### config.mk
export PLATFORM = sky130hd
export DESIGN_NAME = mult_div_unit
export DESIGN_NICKNAME = d
export VERILOG_FILES = /design/src/rtl/mult_div_unit_pkg.sv /design/src/rtl/mult_div_unit.sv
export SDC_FILE = /design/constraint.sdc
export NUM_CORES = 1
export LEC_CHECK = 0
export CORE_ASPECT_RATIO = 1.25
export CORE_UTILIZATION = 57
export DETAILED_ROUTE_END_ITERATION = 8
export PLACE_DENSITY = 0.88
export SLEW_MARGIN = 15
export SYNTH_ARGS = -nofsm -noshare
export SYNTH_HDL_FRONTEND = slang
export SYNTH_SLANG_ARGS = --single-unit
export TNS_END_PERCENT = 50
### constraint.sdc
create_clock -name clk -period 7.03 [get_ports clk]
set_input_delay 1.7575 -clock clk [delete_from_list [all_inputs] [get_ports clk]]
set_output_delay 1.7575 -clock clk [all_outputs]
set_load 0.005 [all_outputs]
### src/rtl/mult_div_unit_pkg.sv
// Shared types and constants for the iterative multiply/divide unit.
package mult_div_unit_pkg;

  localparam int unsigned MDU_WIDTH = 32;

  // Operation encoding used by the control unit when decoding MULT/DIV/DIVM.
  localparam logic OP_MULT = 1'b0;
  localparam logic OP_DIV  = 1'b1;

  typedef enum logic [1:0] {
    IDLE   = 2'd0,
    MULT   = 2'd1,
    DIV    = 2'd2,
    FINISH = 2'd3
  } mdu_state_t;

endpackage

### src/rtl/mult_div_unit.sv
// Iterative signed multiply (radix-2 Booth) / divide (restoring) unit owning HI/LO.
module mult_div_unit
  import mult_div_unit_pkg::*;
#(
  parameter int unsigned WIDTH = MDU_WIDTH
) (
  input  logic             clk,
  input  logic             reset,
  input  logic             start_mult,
  input  logic             start_div,
  input  logic [WIDTH-1:0] a,
  input  logic [WIDTH-1:0] b,
  output logic             busy,
  output logic             done,
  output logic             div_zero,
  output logic [WIDTH-1:0] hi,
  output logic [WIDTH-1:0] lo
);

  localparam int unsigned CNT_W = $clog2(WIDTH);
  localparam logic [CNT_W-1:0] CNT_LAST = CNT_W'(WIDTH - 1);

  mdu_state_t       state_q, state_d;
  logic             op_q, op_d;
  // acc: Booth upper accumulator (sign-extended) or divide partial remainder
  logic [WIDTH:0]   acc_q, acc_d;
  // work: Booth multiplier/lower product or dividend/quotient shift register
  logic [WIDTH-1:0] work_q, work_d;
  logic             qm1_q, qm1_d;
  // opb: multiplicand, or divisor magnitude
  logic [WIDTH-1:0] opb_q, opb_d;
  logic             neg_quo_q, neg_quo_d;
  logic             neg_rem_q, neg_rem_d;
  logic [CNT_W-1:0] cnt_q, cnt_d;
  logic [WIDTH-1:0] hi_q, hi_d;
  logic [WIDTH-1:0] lo_q, lo_d;
  logic             busy_q, busy_d;
  logic             done_q, done_d;
  logic             dz_q, dz_d;

  logic [WIDTH:0]   add_x, add_y, add_sum;
  logic             add_sub;
  logic [2*WIDTH+1:0] booth_res;
  logic [WIDTH+1:0] div_res;

  // Two's-complement magnitude; the most negative value maps to 2^(WIDTH-1) unsigned.
  function automatic logic [WIDTH-1:0] magnitude(input logic [WIDTH-1:0] v);
    return v[WIDTH-1] ? (~v + WIDTH'(1)) : v;
  endfunction

  function automatic logic [WIDTH-1:0] negate_if(input logic neg, input logic [WIDTH-1:0] v);
    return neg ? (~v + WIDTH'(1)) : v;
  endfunction

  // One Booth step: optional add/sub of the multiplicand, then arithmetic shift of {acc,work,qm1}.
  function automatic logic [2*WIDTH+1:0] booth_step(input logic [WIDTH:0]   acc,
                                                    input logic [WIDTH-1:0] work,
                                                    input logic             qm1,
                                                    input logic [WIDTH:0]   sum);
    logic [WIDTH:0] p;
    p = (work[0] ^ qm1) ? sum : acc;
    return {p[WIDTH], p, work};
  endfunction

  // One restoring-divide step: keep the trial difference when non-negative, emit quotient bit.
  function automatic logic [WIDTH+1:0] div_step(input logic [WIDTH:0] shifted,
                                                input logic [WIDTH:0] sum);
    logic ok;
    ok = ~sum[WIDTH];
    return {(ok ? sum : shifted), ok};
  endfunction

  // Shared WIDTH+1-bit adder/subtractor operand selection for both operations.
  always_comb begin
    add_x   = '0;
    add_y   = '0;
    add_sub = 1'b0;
    if (state_q == MULT) begin
      add_x   = acc_q;
      add_y   = {opb_q[WIDTH-1], opb_q};
      add_sub = work_q[0] & ~qm1_q;
    end else begin
      add_x   = {acc_q[WIDTH-1:0], work_q[WIDTH-1]};
      add_y   = {1'b0, opb_q};
      add_sub = 1'b1;
    end
  end

  assign add_sum = add_x + (add_sub ? ~add_y : add_y) + (WIDTH+1)'(add_sub);

  // Next-state and datapath update.
  always_comb begin
    state_d   = state_q;
    op_d      = op_q;
    acc_d     = acc_q;
    work_d    = work_q;
    qm1_d     = qm1_q;
    opb_d     = opb_q;
    neg_quo_d = neg_quo_q;
    neg_rem_d = neg_rem_q;
    cnt_d     = cnt_q;
    hi_d      = hi_q;
    lo_d      = lo_q;
    busy_d    = busy_q;
    done_d    = 1'b0;
    dz_d      = dz_q;
    booth_res = '0;
    div_res   = '0;

    case (state_q)
      IDLE: begin
        if (start_mult || start_div) begin
          busy_d = 1'b1;
          dz_d   = 1'b0;
          cnt_d  = '0;
          acc_d  = '0;
          qm1_d  = 1'b0;
          if (start_mult) begin
            state_d   = MULT;
            op_d      = OP_MULT;
            work_d    = a;
            opb_d     = b;
            neg_quo_d = 1'b0;
            neg_rem_d = 1'b0;
          end else begin
            state_d   = DIV;
            op_d      = OP_DIV;
            work_d    = magnitude(a);
            opb_d     = magnitude(b);
            neg_quo_d = a[WIDTH-1] ^ b[WIDTH-1];
            neg_rem_d = a[WIDTH-1];
          end
        end
      end

      MULT: begin
        booth_res = booth_step(acc_q, work_q, qm1_q, add_sum);
        acc_d     = booth_res[2*WIDTH+1:WIDTH+1];
        work_d    = booth_res[WIDTH:1];
        qm1_d     = booth_res[0];
        cnt_d     = cnt_q + CNT_W'(1);
        if (cnt_q == CNT_LAST) begin
          state_d = FINISH;
        end
      end

      DIV: begin
        if (opb_q == '0) begin
          // Divide by zero: flag it and return without touching HI/LO.
          state_d = IDLE;
          busy_d  = 1'b0;
          done_d  = 1'b1;
          dz_d    = 1'b1;
        end else begin
          div_res = div_step(add_x, add_sum);
          acc_d   = div_res[WIDTH+1:1];
          work_d  = {work_q[WIDTH-2:0], div_res[0]};
          cnt_d   = cnt_q + CNT_W'(1);
          if (cnt_q == CNT_LAST) begin
            state_d = FINISH;
          end
        end
      end

      FINISH: begin
        state_d = IDLE;
        busy_d  = 1'b0;
        done_d  = 1'b1;
        if (op_q == OP_MULT) begin
          hi_d = acc_q[WIDTH-1:0];
          lo_d = work_q;
        end else begin
          lo_d = negate_if(neg_quo_q, work_q);
          hi_d = negate_if(neg_rem_q, acc_q[WIDTH-1:0]);
        end
      end

      default: state_d = IDLE;
    endcase
  end

  // State and datapath registers with synchronous reset.
  always_ff @(posedge clk) begin
    if (reset) begin
      state_q   <= IDLE;
      op_q      <= OP_MULT;
      acc_q     <= '0;
      work_q    <= '0;
      qm1_q     <= 1'b0;
      opb_q     <= '0;
      neg_quo_q <= 1'b0;
      neg_rem_q <= 1'b0;
      cnt_q     <= '0;
      hi_q      <= '0;
      lo_q      <= '0;
      busy_q    <= 1'b0;
      done_q    <= 1'b0;
      dz_q      <= 1'b0;
    end else begin
      state_q   <= state_d;
      op_q      <= op_d;
      acc_q     <= acc_d;
      work_q    <= work_d;
      qm1_q     <= qm1_d;
      opb_q     <= opb_d;
      neg_quo_q <= neg_quo_d;
      neg_rem_q <= neg_rem_d;
      cnt_q     <= cnt_d;
      hi_q      <= hi_d;
      lo_q      <= lo_d;
      busy_q    <= busy_d;
      done_q    <= done_d;
      dz_q      <= dz_d;
    end
  end

  assign busy     = busy_q;
  assign done     = done_q;
  assign div_zero = dz_q;
  assign hi       = hi_q;
  assign lo       = lo_q;

endmodule

== Yosys cells after proc, flatten, opt, wreduce, memory -nomap -nowiden ==
Index checks and enable logic that the tools add are counted.

* Shifts and indexed selects: 0
* Divide/modulo/power cells: 0
* Multiplexer cells: 40
* Bitwise operators: 10
* Eq/ne operators: 7
* Add/subtract/negate cells: 7
* Multipliers: 0
* $lt $le $gt $ge: 0
* Reduce and logical (&&, ||, !) cells: 12

{| class="wikitable"
|+ Operators with widths
! kind !! number
|-
| $mux 32 || 10
|-
| $mux 33 || 7
|-
| $add 32x1->32 const B || 4
|-
| $not 32->32 || 4
|-
| $pmux 33 s3 || 1
|-
| $pmux 32 s3 || 1
|-
| $add 33x1->33 || 1
|-
| $add 33x33->33 || 1
|-
| $not 33->33 || 1
|-
| $logic_not 32->1 || 1
|-
| $pmux 5 s3 || 1
|-
| $mux 5 || 2
|-
| $mux 1 || 9
|-
| $reduce_and 3->1 || 3
|-
| $mux 2 || 4
|-
| $pmux 2 s4 || 1
|-
| $ne 2x2->1 const B || 3
|-
| $pmux 1 s2 || 3
|-
| $reduce_bool 3->1 || 2
|-
| $add 5x1->5 const B || 1
|-
| $eq 5x5->1 const B || 1
|-
| $eq 2x2->1 const B || 2
|-
| $reduce_and 2->1 || 2
|-
| $reduce_bool 2->1 || 2
|-
| other kinds (7) || 9
|}

* Memories kept: 0
* Logic and storage cells: 90
* RAM bits: 0
* Input port bits: 68
* Latch bits: 0
* Bits in read-only memories: 0
* Register bits: 175
* Output and inout port bits: 67

== Longest topological paths before layout ==
Gate-level depths: netlist of the first run.

* Depth after elaboration: 9
* Depth in mapped cells: 19
* Depth with buffers taken out: 14

== Least setup slack after synthesis of the first run ==
Ideal clock, no wire load.

* Kind: register to register
* From: reg state_q[1]
* To: reg acc_q[31]
* Clock period less this slack: 4143 ps
* Buffers on the path: 5
* Setup time: 126 ps
* Stages on the path, launching flop included: 18
* Path slack: 2887 ps
* Data required time: 6904 ps
* Arrival time: 4017 ps
* Cell sequence: dfxtp_1 -> inv_1 -> ha_1 -> buf_1 -> clkbuf_1 -> mux2_2 -> ha_1 -> clkbuf_1 -> nand2_1 -> o41a_1 -> a21o_1 -> nand2_1 -> o211a_1 -> buf_2 -> buf_2 -> o21ai_0 -> a22oi_1 -> o21ai_0

* Longest elaborated chain between the ends: 9
* Elaborated cells on any way between the ends: 18
* Those cells by class: add/sub (2); eq/ne (4); mux (8); bitwise (1); reduce/logical (3)

{| class="wikitable"
|+ RTL lines
! element !! RTL line !! RTL
|-
| start, declared || mult_div_unit.sv:23 || <nowiki>mdu_state_t state_q, state_d;</nowiki>
|-
| start signal, assigned || mult_div_unit.sv:200 || <nowiki>state_q <= state_d;</nowiki>
|-
| $eq 2x1->1 || mult_div_unit.sv:78, mult_div_unit.sv:110 ||
|-
| $mux 33 || mult_div_unit.sv:78 || <nowiki>if (state_q == MULT) begin</nowiki>
|-
| $not 33->33 || mult_div_unit.sv:89 || <nowiki>assign add_sum = add_x + (add_sub ? ~add_y : add_y) + (WIDTH+1)'(add_sub);</nowiki>
|-
| $mux 33 || mult_div_unit.sv:89 ||
|-
| $add 33x33->33 || mult_div_unit.sv:89 ||
|-
| $add 33x1->33 || mult_div_unit.sv:89 ||
|-
| $mux 33 || mult_div_unit.sv:70 || <nowiki>return {(ok ? sum : shifted), ok};</nowiki>
|-
| $mux 33 || mult_div_unit.sv:148 || <nowiki>if (opb_q == '0) begin</nowiki>
|-
| $pmux 33 s3 || mult_div_unit.sv:110 || <nowiki>case (state_q)</nowiki>
|-
| end signal, assigned || mult_div_unit.sv:187 || <nowiki>acc_q <= '0;</nowiki>
|-
| end signal, assigned || mult_div_unit.sv:202 || <nowiki>acc_q <= acc_d;</nowiki>
|-
| end, declared || mult_div_unit.sv:26 || <nowiki>logic [WIDTH:0] acc_q, acc_d;</nowiki>
|}

Parallel ways exist; a longest one is shown, timed or not. The select of a mux whose other input is x is not followed.
A chain may end at the register's enable or synchronous reset.

== Worst setup path after layout of the first run ==
* From: reg state_q[0]
* To: reg work_q[0]

* Longest elaborated chain between the ends: 9
* Elaborated cells on any way between the ends: 17
* Those cells by class: add/sub (2); eq/ne (4); mux (6); bitwise (2); reduce/logical (3)

{| class="wikitable"
|+ RTL lines
! element !! RTL line !! RTL
|-
| $eq 2x1->1 || mult_div_unit.sv:78, mult_div_unit.sv:110 ||
|-
| $mux 33 || mult_div_unit.sv:78 ||
|-
| $not 33->33 || mult_div_unit.sv:89 ||
|-
| $mux 33 || mult_div_unit.sv:89 ||
|-
| $add 33x33->33 || mult_div_unit.sv:89 ||
|-
| $add 33x1->33 || mult_div_unit.sv:89 ||
|-
| $not 1->1 || mult_div_unit.sv:69 || <nowiki>ok = ~sum[WIDTH];</nowiki>
|-
| $mux 32 || mult_div_unit.sv:148 ||
|-
| $pmux 32 s3 || mult_div_unit.sv:110 ||
|-
| end signal, assigned || mult_div_unit.sv:203 || <nowiki>work_q <= work_d;</nowiki>
|-
| end, declared || mult_div_unit.sv:28 || <nowiki>logic [WIDTH-1:0] work_q, work_d;</nowiki>
|}

Parallel ways exist; a longest one is shown, timed or not. The select of a mux whose other input is x is not followed.

==> results of run 1 <==
metrics by stage:
step | util (%) | hold slack [ns] | total power [mW] | std cells
finish | 67.0 | 0.463 | 3.31 | 1927
floorplan | - | 0.436 | 2.05 | 1595
CTS | 67.0 | 0.466 | 3.28 | 1927
global route | 67.0 | 0.495 | 3.46 | 1927
detailed placement | 64.4 | 0.455 | 2.37 | 1895
global placement | 64.4 | 0.451 | 2.34 | 1895
registers in the layout, indices dropped and copies added, names as in the netlist, 2 cells and up:
signal   count
hi          32
work_q      32
opb_q       32
acc_q       33
lo          32
cnt_q        5
state_q      2
cell type report:
cell class                      count  area [µm²]  area share (%)
Clock inverter                     13         130           0.899
Timing Repair Buffer              151        1470            10.1
Inverter                           29         109           0.752
Clock buffer                       19         433            2.99
Multi-Input combinational cell   1261        8490            58.6
Sequential cell                   175        3500            24.2
Tap cell                          279         349            2.41
placed cells by master (no fill, tap or decap), types with 18 or more instances in the layout:
cell type,n
inv_1,27
clkdlybuf4s50_1,133
a21oi_1,120
o21ai_0,93
dfxtp_1,175
ha_1,42
xnor2_1,104
nand2_1,129
buf_4,18
nand3_1,20
mux2i_1,58
mux2_2,30
xor2_1,66
a221oi_1,29
a211oi_1,77
a21o_1,19
nor3_1,31
nor4_1,18
or3_1,19
nor2_1,174
a211o_1,24
routing by layer:
metal	track usage, %	vias up	share of wire [%]
met5	0	-	0
met3	3.88	128	5.9
met2	53.0	543	49
met4	16.7	0	4.8
li1	-	5927	-
met1	37.4	5849	40
cell families (layout without fill, tap and decap cells):
logic type / after synthesis / after routing / share of synthesized area (%)
flip-flops: 175 / 175 / 27.8
AND/OR/NAND/NOR: 463 / 463 / 17.1
multiplexers: 88 / 88 / 7.27
adder cells (fa/ha/maj): 44 / 44 / 4.42
buffers and inverters: 159 / 212 / 5.19
AO/OA/AOI/OAI: 496 / 496 / 26.5
XOR/XNOR: 170 / 170 / 11.8
worst max-delay path, cell delays in order (launching register included):
cell       delay (ns)
dfxtp_1          0.48
ha_1             0.23
nor2b_4          0.71
xnor2_1          0.25
fa_1             0.47
a21o_1           0.21
a221oi_1         0.51
o41a_1           0.33
a21o_1           0.19
a21o_1           0.12
o211a_1          0.81
buf_4            0.34
a221oi_1         0.09
a2111oi_0        0.39
synthesized netlist by cell type (14+ instances only):
cell	n
inv_1	27
xor2_1	66
o21ai_0	93
dfxtp_1	175
nand2_1	129
nand3_1	20
mux2i_1	58
ha_1	43
a211o_1	25
a21o_1	19
a31oi_1	14
xnor2_1	104
a21oi_1	120
clkbuf_1	112
a311oi_1	14
nor4_1	18
nor3_1	31
mux2_2	30
nor2_1	174
a221oi_1	29
or3_1	19
a211oi_1	77
report_power, final:
part / internal (mW) / switching, mW / total [mW]
registers: 1.07 / 0.115 / 1.18
clock network: 0.495 / 0.433 / 0.928
logic: 0.493 / 0.704 / 1.20
total: 2.06 / 1.25 / 3.31
worst min-delay path by stage:
stage,slack (ns),cells past startpoint,endpoint,from
6_report,0.46,2,cnt_q[4],cnt_q[4]
5_1_grt,0.49,2,cnt_q[4],cnt_q[4]
4_1_cts,0.47,2,cnt_q[4],cnt_q[4]
3_5_place_dp,0.46,2,cnt_q[4],cnt_q[4]
3_3_place_gp,0.45,2,cnt_q[4],cnt_q[4]
2_1_floorplan,0.44,2,cnt_q[4],cnt_q[4]
==> summary.md, run 1 <==
| Metric | Value |
|---|---|
| Outcome | complete, no violations |
| Crit Path Max Fanout | 21 |
| Initial antenna violation count | 0 |
| H-tree Lvls | 4 |
| Routed WL per cell | 18.4 µm |
| Synth area leader | dfxtp_1 |
| Setup violations, final | 0 |
| Dpl hpwl | between 20 and 30 mm |
| Power Dens Cells | 229 mW/mm² |
| Vias in the first global route | 11400 |
| Final TNS setup | 0 ns |
| Starting Density | 58.4% |
| Total wire length | around 35 mm |
| ANT nets after route | 0 |
| Max_cap viols | 0 |
| Worst slack at placement | 1.85 ns |
| Top cells by area, synth | dfxtp_1 28%, xnor2_1 7.2%, nor2_1 5.2%, a21oi_1 4.8%, mux2i_1 4.6% |
| Global-route wire length before repair | roughly 57 mm |
| Sequential element share of the synthesized area | between 20% and 30% |
| Setup crit end | work_q[0] |
| Largest net degree at the start of global routing | 118 |
| Critical Path Start Type | flop |
| Remaining DRCs | 0 |
| Synthesis Warnings | 0 |
| RSZ-0062 raised after global routing | false |
| Clock slew at reported path FFs | 0.07 ns |
| Post-Syn Area | 0.0126 mm² |
| Gp weighted congestion | between 0.9 and 1 |
| GR Overflow Total | 0 |
| Fin. max-slew vios | 0 |
| Clock Path Buffers | 2 |
| Mapped Cells | 1595 |
| Least-Margin Pin Slew | 1.14 ns |
| N_diodes | 0 |
| Vias | roughly 12000 |
| Layout cells sized above 1 | 6.01% |
| Final Critical Period | 5.27 ns |
| Hold Vio Cnt, Final | 0 |
| R2R Setup Slk | 1.76 ns |
| Leakage | 5.16 nW |
| Drt first pass iters | 6 |
| Setup Skew | between 0.009 and 0.01 ns |
| Die area | between 0.02 and 0.025 mm² |
| Die width | 135 µm |
| Post-CTS Setup Bufs | 0 |
| Worst vdd ir | 0.170 mV |
| Post_cts resized | 0 |
| Clock sink total | 175 |
| CTS tree | done |
| Post-synthesis net count | roughly 1700 |
| Row cnt | 60 |
| Inserted Clock Buffers | 17 |
| Relative slew slack | around a quarter |
| Synth Flop Type | dfxtp_1 |
| EDFF count, synth | 0 |
| R2R cell count | 13 |
| Seq cells post-synth | 175 |
| Worst Setup End Kind | flop |
| IO buf count | 134 |
| DR iter-0 viols | 1200 |
| Distinct cell type count of the synthesized netlist | 76 |
| Placed Area | 0.0139 mm² |
| Final instance area | 0.0145 mm² |
| Avg Inst Size Synth | 7.92 µm² |
| Vias per cell | 6.46 |
| # IOs | 135 |
| RR Startpoint | state_q[0] |
| WP data arrival | 5.58 ns |
| Post-synthesis async set-or-reset flop share | 0% |
| Worst r2r dst | work_q[0] |
| Period utilization | between 70% and 80% |
| Clk_lat worst skew | 0.45 ns |
| GRT Util Overall | 31.0% |
| Worst Slack Setup Final | 1.76 ns |
| Post-cts hold buffer count | 0 |
| Clock root cell | clkbuf_16 |
| Area Overhead vs Synth | 14.7% |
| Max Fclk | 0.190 GHz |
| Worst setup path startpoint | state_q[0] |
| Worst hold path class | flop to flop |
| Die height | 168 µm |
| Final Net Count | 1747 |
| Fillers | 1764 |
| Share of Yosys cell area claimed by the top area cell type | 27.8% |
| Required time of the critical path | ~7.3 ns |
| Setup CP Type | flop to flop |
| Area of the core | 0.0216 mm² |
No activity file was read; power rests on OpenSTA's default activity.
==> run 2, diff against run 1 <==
--- a/config.mk
+++ b/config.mk
@@ -6,9 +6,9 @@
 export NUM_CORES = 1
 export LEC_CHECK = 0
 export CORE_ASPECT_RATIO = 1.25
-export CORE_UTILIZATION = 57
+export CORE_UTILIZATION = 53
 export DETAILED_ROUTE_END_ITERATION = 8
-export PLACE_DENSITY = 0.88
+export PLACE_DENSITY = 0.86
 export SLEW_MARGIN = 15
 export SYNTH_ARGS = -nofsm -noshare
 export SYNTH_HDL_FRONTEND = slang
==> constraint.sdc (replaced) <==
create_clock -name clk -period 4.6 [get_ports clk]
set_input_delay 1.15 -clock clk [delete_from_list [all_inputs] [get_ports clk]]
set_output_delay 1.15 -clock clk [all_outputs]
set_load 0.005 [all_outputs]
==> run 2 against run 1 <==
Effect of this change:
- count of clock-buffer cells in the layout decreased by 2
- total power up 54%
- clock power rose by 53%
- hold slack worse by 0.0051 ns
- first-iteration DRC count is 1.4% lower
- global-route usage is 2.3 points lower
- critical path type unchanged
- largest cell class unchanged
==> summary.md, run 2 (synthesis gave the netlist of run 1 again) <==
| Metric | Value |
|---|---|
| Part of the power in registers | 35.3% |
| N_diodes | 0 |
| Setup CP Type | flop to flop |
| # IOs | about 140 |
| Setup Skew | 0.0102 ns |
| Vias per cell | 6.43 |
| Clock sink total | 175 |
| Internal power | 3.14 mW |
| Drt first pass iters | 6 |
| WP data arrival | around 4.6 ns |
| Setup violations, final | 0 |
| Routed WL per cell | between 15 and 20 µm |
| Outcome | complete, no violations |
| Clock Path Buffers | 2 |
| Die height | around 170 µm |
| Worst vdd ir | 0.235 mV |
| RR Startpoint | state_q[0] |
| Clock slew at reported path FFs | 0.07 ns |
| H-tree Lvls | 4 |
| Most flop-heavy register | acc_q |
| Worst setup path startpoint | state_q[0] |
| Area of the core | 0.0232 mm² |
| Fin. max-slew vios | 0 |
| Relative slew slack | 37.4% |
| Remaining DRCs | 0 |
| Placed Area | 0.0141 mm² |
| Worst Setup End Kind | flop |
| Dpl hpwl | between 20 and 30 mm |
| HP Start | cnt_q[4] |
| Final TNS setup | 0 ns |
| Comb pwr share | 36.8% |
| Max_cap viols | 0 |
| GR Overflow Total | 0 |
| Clock root cell | clkbuf_16 |
| Initial antenna violation count | 0 |
| Die area | 0.0244 mm² |
| Largest register FFs | 33 |
| Gp weighted congestion | about 0.97 |
| Row cnt | 62 |
| Max Fclk | 0.233 GHz |
| Final Critical Period | approximately 4.3 ns |
| Vias in the first global route | 11500 |
| Clock network fraction of total power | 27.9% |
| GRT Util Overall | between 20 and 30% |
| Inserted Clock Buffers | 17 |
| Die width | 140 µm |
| Critical Path Start Type | flop |
| Least-Margin Pin Slew | 0.938 ns |
| Worst Slack Setup Final | ~0.30 ns |
| ANT nets after route | 0 |
| Global-route wire length before repair | 57.5 mm |
| Layout cells sized above 1 | 7.43% |
| Largest net degree at the start of global routing | 84 |
| Crit Path Max Fanout | 37 |
| Total wire length | 35.4 mm |
| Clk_lat worst skew | 0.44 ns |
| Hold Vio Cnt, Final | 0 |
| Fillers | 1924 |
| Period utilization | 93.4% |
| Fin util | 63.2% |
| Switching share of power | approximately 38% |
| Vias | 12600 |
| Final instance area | 0.0147 mm² |
| Starting Density | a little over half |
| Most common cell after layout, fill and taps aside | dfxtp_1 |
| Power Dens Cells | roughly 350 mW/mm² |
| CTS tree | done |
| DR iter-0 viols | 1183 |
| Area Overhead vs Synth | 16.2% |
| Post-cts hold buffer count | 0 |
| Final Net Count | 1768 |
| IO buf count | 134 |
| Worst hold path class | flop to flop |
| Required time of the critical path | 4.94 ns |
| Sw Pwr | 1.96 mW |
| Most frequent cells in the layout | 175 x dfxtp_1, 174 x nor2_1, 133 x clkdlybuf4s50_1 |
| Leakage | ~5.3 nW |
| Pwr Total | ~5 mW |
| RSZ-0062 raised after global routing | false |
| Worst slack at placement | about 0.28 ns |
==> run 2: cell types whose count changed in the layout (fill, tap and decap cells not counted), sizes merged <==
cell and change:
clkinvlp -1, inv +4, buf +21, clkbuf -2
bufinv -1
==> run 2: through the flow <==
stage,instances,hold WS (ns)
after floorplan,1595,0.436
final,1957,0.458
after global placement,1920,0.446
after detailed placement,1920,0.450
after global routing,1957,0.484
after CTS,1952,0.460
==> run 2: final cells by class <==
cell class	count	area [µm²]	share of cell area, %
timing repair buffer	172	1640	11.2
inverter	29	109	0.742
clock buffer	17	425	2.90
clock inverter	15	145	0.989
tap	288	360	2.46
multi-input combinational	1261	8490	57.9
sequential	175	3500	23.9
==> run 2: critical path, cell delays in order, from the launching register on <==
cell      delay (ns)
dfxtp_1         0.49
ha_2            0.35
buf_12          0.25
mux2i_1         0.35
inv_1           0.09
ha_1            0.40
and3_1          0.29
nand2_1         0.08
o41a_1          0.42
buf_4           0.16
a21boi_0        0.24
o21ai_0         0.13
a32oi_1         0.27
xor2_1          0.29
mux2i_1         0.12
o21ai_0         0.24
==> run 2: worst paths after layout <==
path / end / slack [ns] / cells past startpoint
max: acc_q[22] / 0.30 / 15
min: cnt_q[4] / 0.46 / 2
max reg2reg: acc_q[22] / 0.30 / 15
min reg2reg: cnt_q[4] / 0.46 / 2
==> run 2: power by group through the flow <==
stage | Clock, mW | Combinational, mW | Sequential [mW]
floorplan | 0 | 1.37 | 1.77
global route | 1.50 | 2.03 | 1.81
finish | 1.42 | 1.87 | 1.80
CTS | 1.43 | 1.82 | 1.79
global placement | 0 | 1.76 | 1.82
detailed placement | 0 | 1.81 | 1.82
==> run 2: layer usage <==
| metal | share of wire [%] | global-route usage, % | up-vias | routed length, µm |
|---|---|---|---|---|
| li1 | - | - | 5964 | - |
| met1 | 41 | 35.2 | 5903 | 14300 |
| met2 | 49 | 49.9 | 623 | 17400 |
| met3 | 7.4 | 4.57 | 97 | 2620 |
| met4 | 2.9 | 11.3 | 0 | 1040 |
| met5 | 0 | 0 | - | 0 |
==> run 2: timing repair <==
item,4_1_cts,5_1_grt
endpoints found under the hold margin,0,0
gates resized for setup,0,1
endpoints found under the setup margin,0,17
buffers inserted,0,5
==> run 3, diff against run 2 <==
--- a/config.mk
+++ b/config.mk
@@ -6,9 +6,9 @@
 export NUM_CORES = 1
 export LEC_CHECK = 0
 export CORE_ASPECT_RATIO = 1.25
-export CORE_UTILIZATION = 53
+export CORE_UTILIZATION = 57
 export DETAILED_ROUTE_END_ITERATION = 8
-export PLACE_DENSITY = 0.86
+export PLACE_DENSITY = 0.88
 export SLEW_MARGIN = 15
 export SYNTH_ARGS = -nofsm -noshare
 export SYNTH_HDL_FRONTEND = slang
==> constraint.sdc (replaced) <==
create_clock -name clk -period 5.19 [get_ports clk]
set_input_delay 1.2975 -clock clk [delete_from_list [all_inputs] [get_ports clk]]
set_output_delay 1.2975 -clock clk [all_outputs]
set_load 0.005 [all_outputs]
==> run 3 against run 2 <==
Effect of this change:
- maximum frequency down 8.7%
- utilization up 4.3 points
- non-clock buffer count decreased by 12
- combinational power is 13% lower
- critical path depth is the same
- sequential power shrank 11%
- design area fell by 0.42%
- count of clock-buffer cells in the layout unchanged
- worst setup slack improved by 0.18 ns
- via count is 0.99% lower
- clock power decreased by 4%
- clock skew is 0.0023 ns lower
==> summary.md, run 3 (synthesis gave the netlist of run 1 again) <==
| Metric | Value |
|---|---|
| WP data arrival | 5.00 ns |
| Row cnt | 60 |
| Clk_lat worst skew | 0.45 ns |
| Largest register FFs | 33 |
| Most frequent cells in the layout | 175 x dfxtp_1, 174 x nor2_1, 133 x clkdlybuf4s50_1 |
| Die area | 0.0228 mm² |
| Starting Density | 58.4% |
| Final Net Count | 1756 |
| Remaining DRCs | 0 |
| Outcome | complete, no violations |
| Worst hold path class | flop to flop |
| CTS tree | done |
| CP bufs+invs | 3 |
| DR iter-0 viols | 995 |
| Placed cells | 1904 |
| Routed WL per cell | about 18 µm |
| R2R cell count | 15 |
| Setup CP Type | flop to flop |
| N_diodes | 0 |
| Most flop-heavy register | acc_q |
| Total wire length | 35.2 mm |
| Drt first pass iters | 8 |
| Fin. max-slew vios | 0 |
| Inserted Clock Buffers | 17 |
| Post-CTS Setup Bufs | 0 |
| Vias per cell | 6.44 |
| Max_cap viols | 0 |
| CP peak stage delay | ~0.47 ns |
| Relative slew slack | 26.7% |
| Uppermost layer routed | met4 |
| GRT Util Overall | 30.8% |
| Die height | between 150 and 200 µm |
| Layout Cells excl Fill | 1936 |
| HP Start | cnt_q[4] |
| Worst vdd ir | 0.260 mV |
| ANT nets after route | 0 |
| # IOs | 135 |
| Setup violations, final | 0 |
| Critical Path Start Type | flop |
| DRT met1 WL | 14.0 mm |
| Hold endpoint | cnt_q[4] |
| Hold Vio Cnt, Final | 0 |
| GR Overflow Total | 0 |
| Met2 routed WL | roughly 17 mm |
| Met3 WL | about 2.2 mm |
| Dpl hpwl | 25.8 mm |
| Fillers | 1756 |
| Worst Setup End Kind | flop |
| Crit Path Max Fanout | 24 |
| IO buf count | roughly 130 |
| Slowest-stage cell, CP | o211a_1 |
| Clock sink total | between 150 and 200 |
| Comb pwr share | 35.5% |
| Final TNS setup | 0 ns |
| Hold Path Depth | 2 |
| Power Dens Cells | 315 mW/mm² |
| Final Critical Period | 4.71 ns |
| Die width | 135 µm |
| Multi-input logic area | 0.00849 mm² |
| Area of the core | roughly 0.022 mm² |
| Clock network fraction of total power | 29.7% |
| Internal power | approximately 2.9 mW |
| Most common cell after layout, fill and taps aside | dfxtp_1 |
| FF/Latch Area | 0.00350 mm² |
| Critical path cell sequence | ha_1, nor2b_4, buf_4, xnor2_1, fa_1, a21o_1, a221oi_1, buf_4, o41a_1, a21o_1, a21o_1, o211a_1, buf_4, mux2i_1, o221ai_1 |
| Leakage | 5.24 nW |
| Clock root cell | clkbuf_16 |
| Period utilization | 90.7% |
| Post_cts resized | 0 |
| RR Startpoint | state_q[0] |
| Setup Skew | a little under 0.008 ns |
| Sw Pwr | about 1.7 mW |
| H-tree Lvls | 4 |
| Worst r2r dst | acc_q[19] |
| Gp weighted congestion | 0.974 |
| Post-cts hold buffer count | 0 |
| Clock Path Buffers | 2 |
| Area Overhead vs Synth | 15.7% |
| Clock slew at reported path FFs | ~0.070 ns |
| Max Fclk | 0.212 GHz |
| Part of the power in registers | 34.8% |
| Global-route wire length before repair | 56.8 mm |
| Required time of the critical path | 5.48 ns |
| Vias | 12500 |
| Initial antenna violation count | 0 |
| Crit path max-delay family | compound AO/OA/AOI/OAI gates |
| RSZ-0062 raised after global routing | false |
| Vias in the first global route | 11600 |
| R2R Setup Slk | ~0.48 ns |
| Largest net degree at the start of global routing | 100 |
| Least-Margin Pin Slew | 1.10 ns |
| Switching share of power | 37.7% |
| Layout cells sized above 1 | 6.64% |
-- run 3: changes by cell type in the layout (fill, tap and decap cells not counted), moves of 2 or more --
cell	delta
buf_4	-12
bufinv_16	+2
clkinv_4	-3
inv_6	+3
-- run 3: metrics by stage --
stage          setup slack, ns  hold WS, ns  power (mW)  util (%)  cell area (µm²)
5_1_grt                  0.259        0.491        4.81      67.6            14600
4_1_cts                  0.577        0.468        4.56      67.6            14600
2_1_floorplan             1.05        0.436        2.78         -            12600
3_3_place_gp             0.770        0.444        3.17      64.7            14000
6_report                 0.483        0.470        4.60      67.6            14600
3_5_place_dp             0.661        0.459        3.22      64.7            14000
-- run 3: worst register-to-register path, stage by stage, from the launching register on --
cell and delay (ns):
dfxtp_1 0.46, ha_1 0.39, nor2b_4 0.20, buf_4 0.36, xnor2_1 0.20, fa_1 0.45
a21o_1 0.21, a221oi_1 0.37, buf_4 0.21, o41a_1 0.21, a21o_1 0.18, a21o_1 0.13
o211a_1 0.47, buf_4 0.32, mux2i_1 0.23, o221ai_1 0.15
-- run 3: layout make-up --
| cell class | count | area share (%) |
|---|---|---|
| Clock inverter | 15 | 1.29 |
| Clock buffer | 17 | 2.91 |
| Multi-Input combinational cell | 1261 | 58.1 |
| Sequential cell | 175 | 24.0 |
| Timing Repair Buffer | 160 | 10.6 |
| Inverter | 29 | 0.745 |
| Tap cell | 279 | 2.39 |
-- run 3: how the worst max path moves through the flow --
stage,start,to,slack (ns),cells after the start
floorplan,state_q[1],acc_q[31],1.05,17
global placement,a[11],work_q[30],0.77,10
detailed placement,state_q[0],acc_q[13],0.66,15
CTS,state_q[0],acc_q[19],0.58,15
global route,state_q[0],acc_q[19],0.26,15
finish,state_q[0],acc_q[19],0.48,15
-- run 3: metal layers --
metal | global-route usage (%) | vias to the layer above
met2 | 53.4 | 552
met4 | 16.3 | 0
met3 | 4.88 | 117
met1 | 36.2 | 5856
li1 | - | 5937
met5 | 0 | -
-- run 3: power by group through the flow --
| stage | Sequential [mW] | Combinational [mW] | Clock [mW] |
|---|---|---|---|
| after global routing | 1.61 | 1.78 | 1.43 |
| after detailed placement | 1.62 | 1.59 | 0 |
| after CTS | 1.59 | 1.61 | 1.36 |
| after global placement | 1.62 | 1.55 | 0 |
| final | 1.60 | 1.63 | 1.36 |
| after floorplan | 1.57 | 1.21 | 0 |
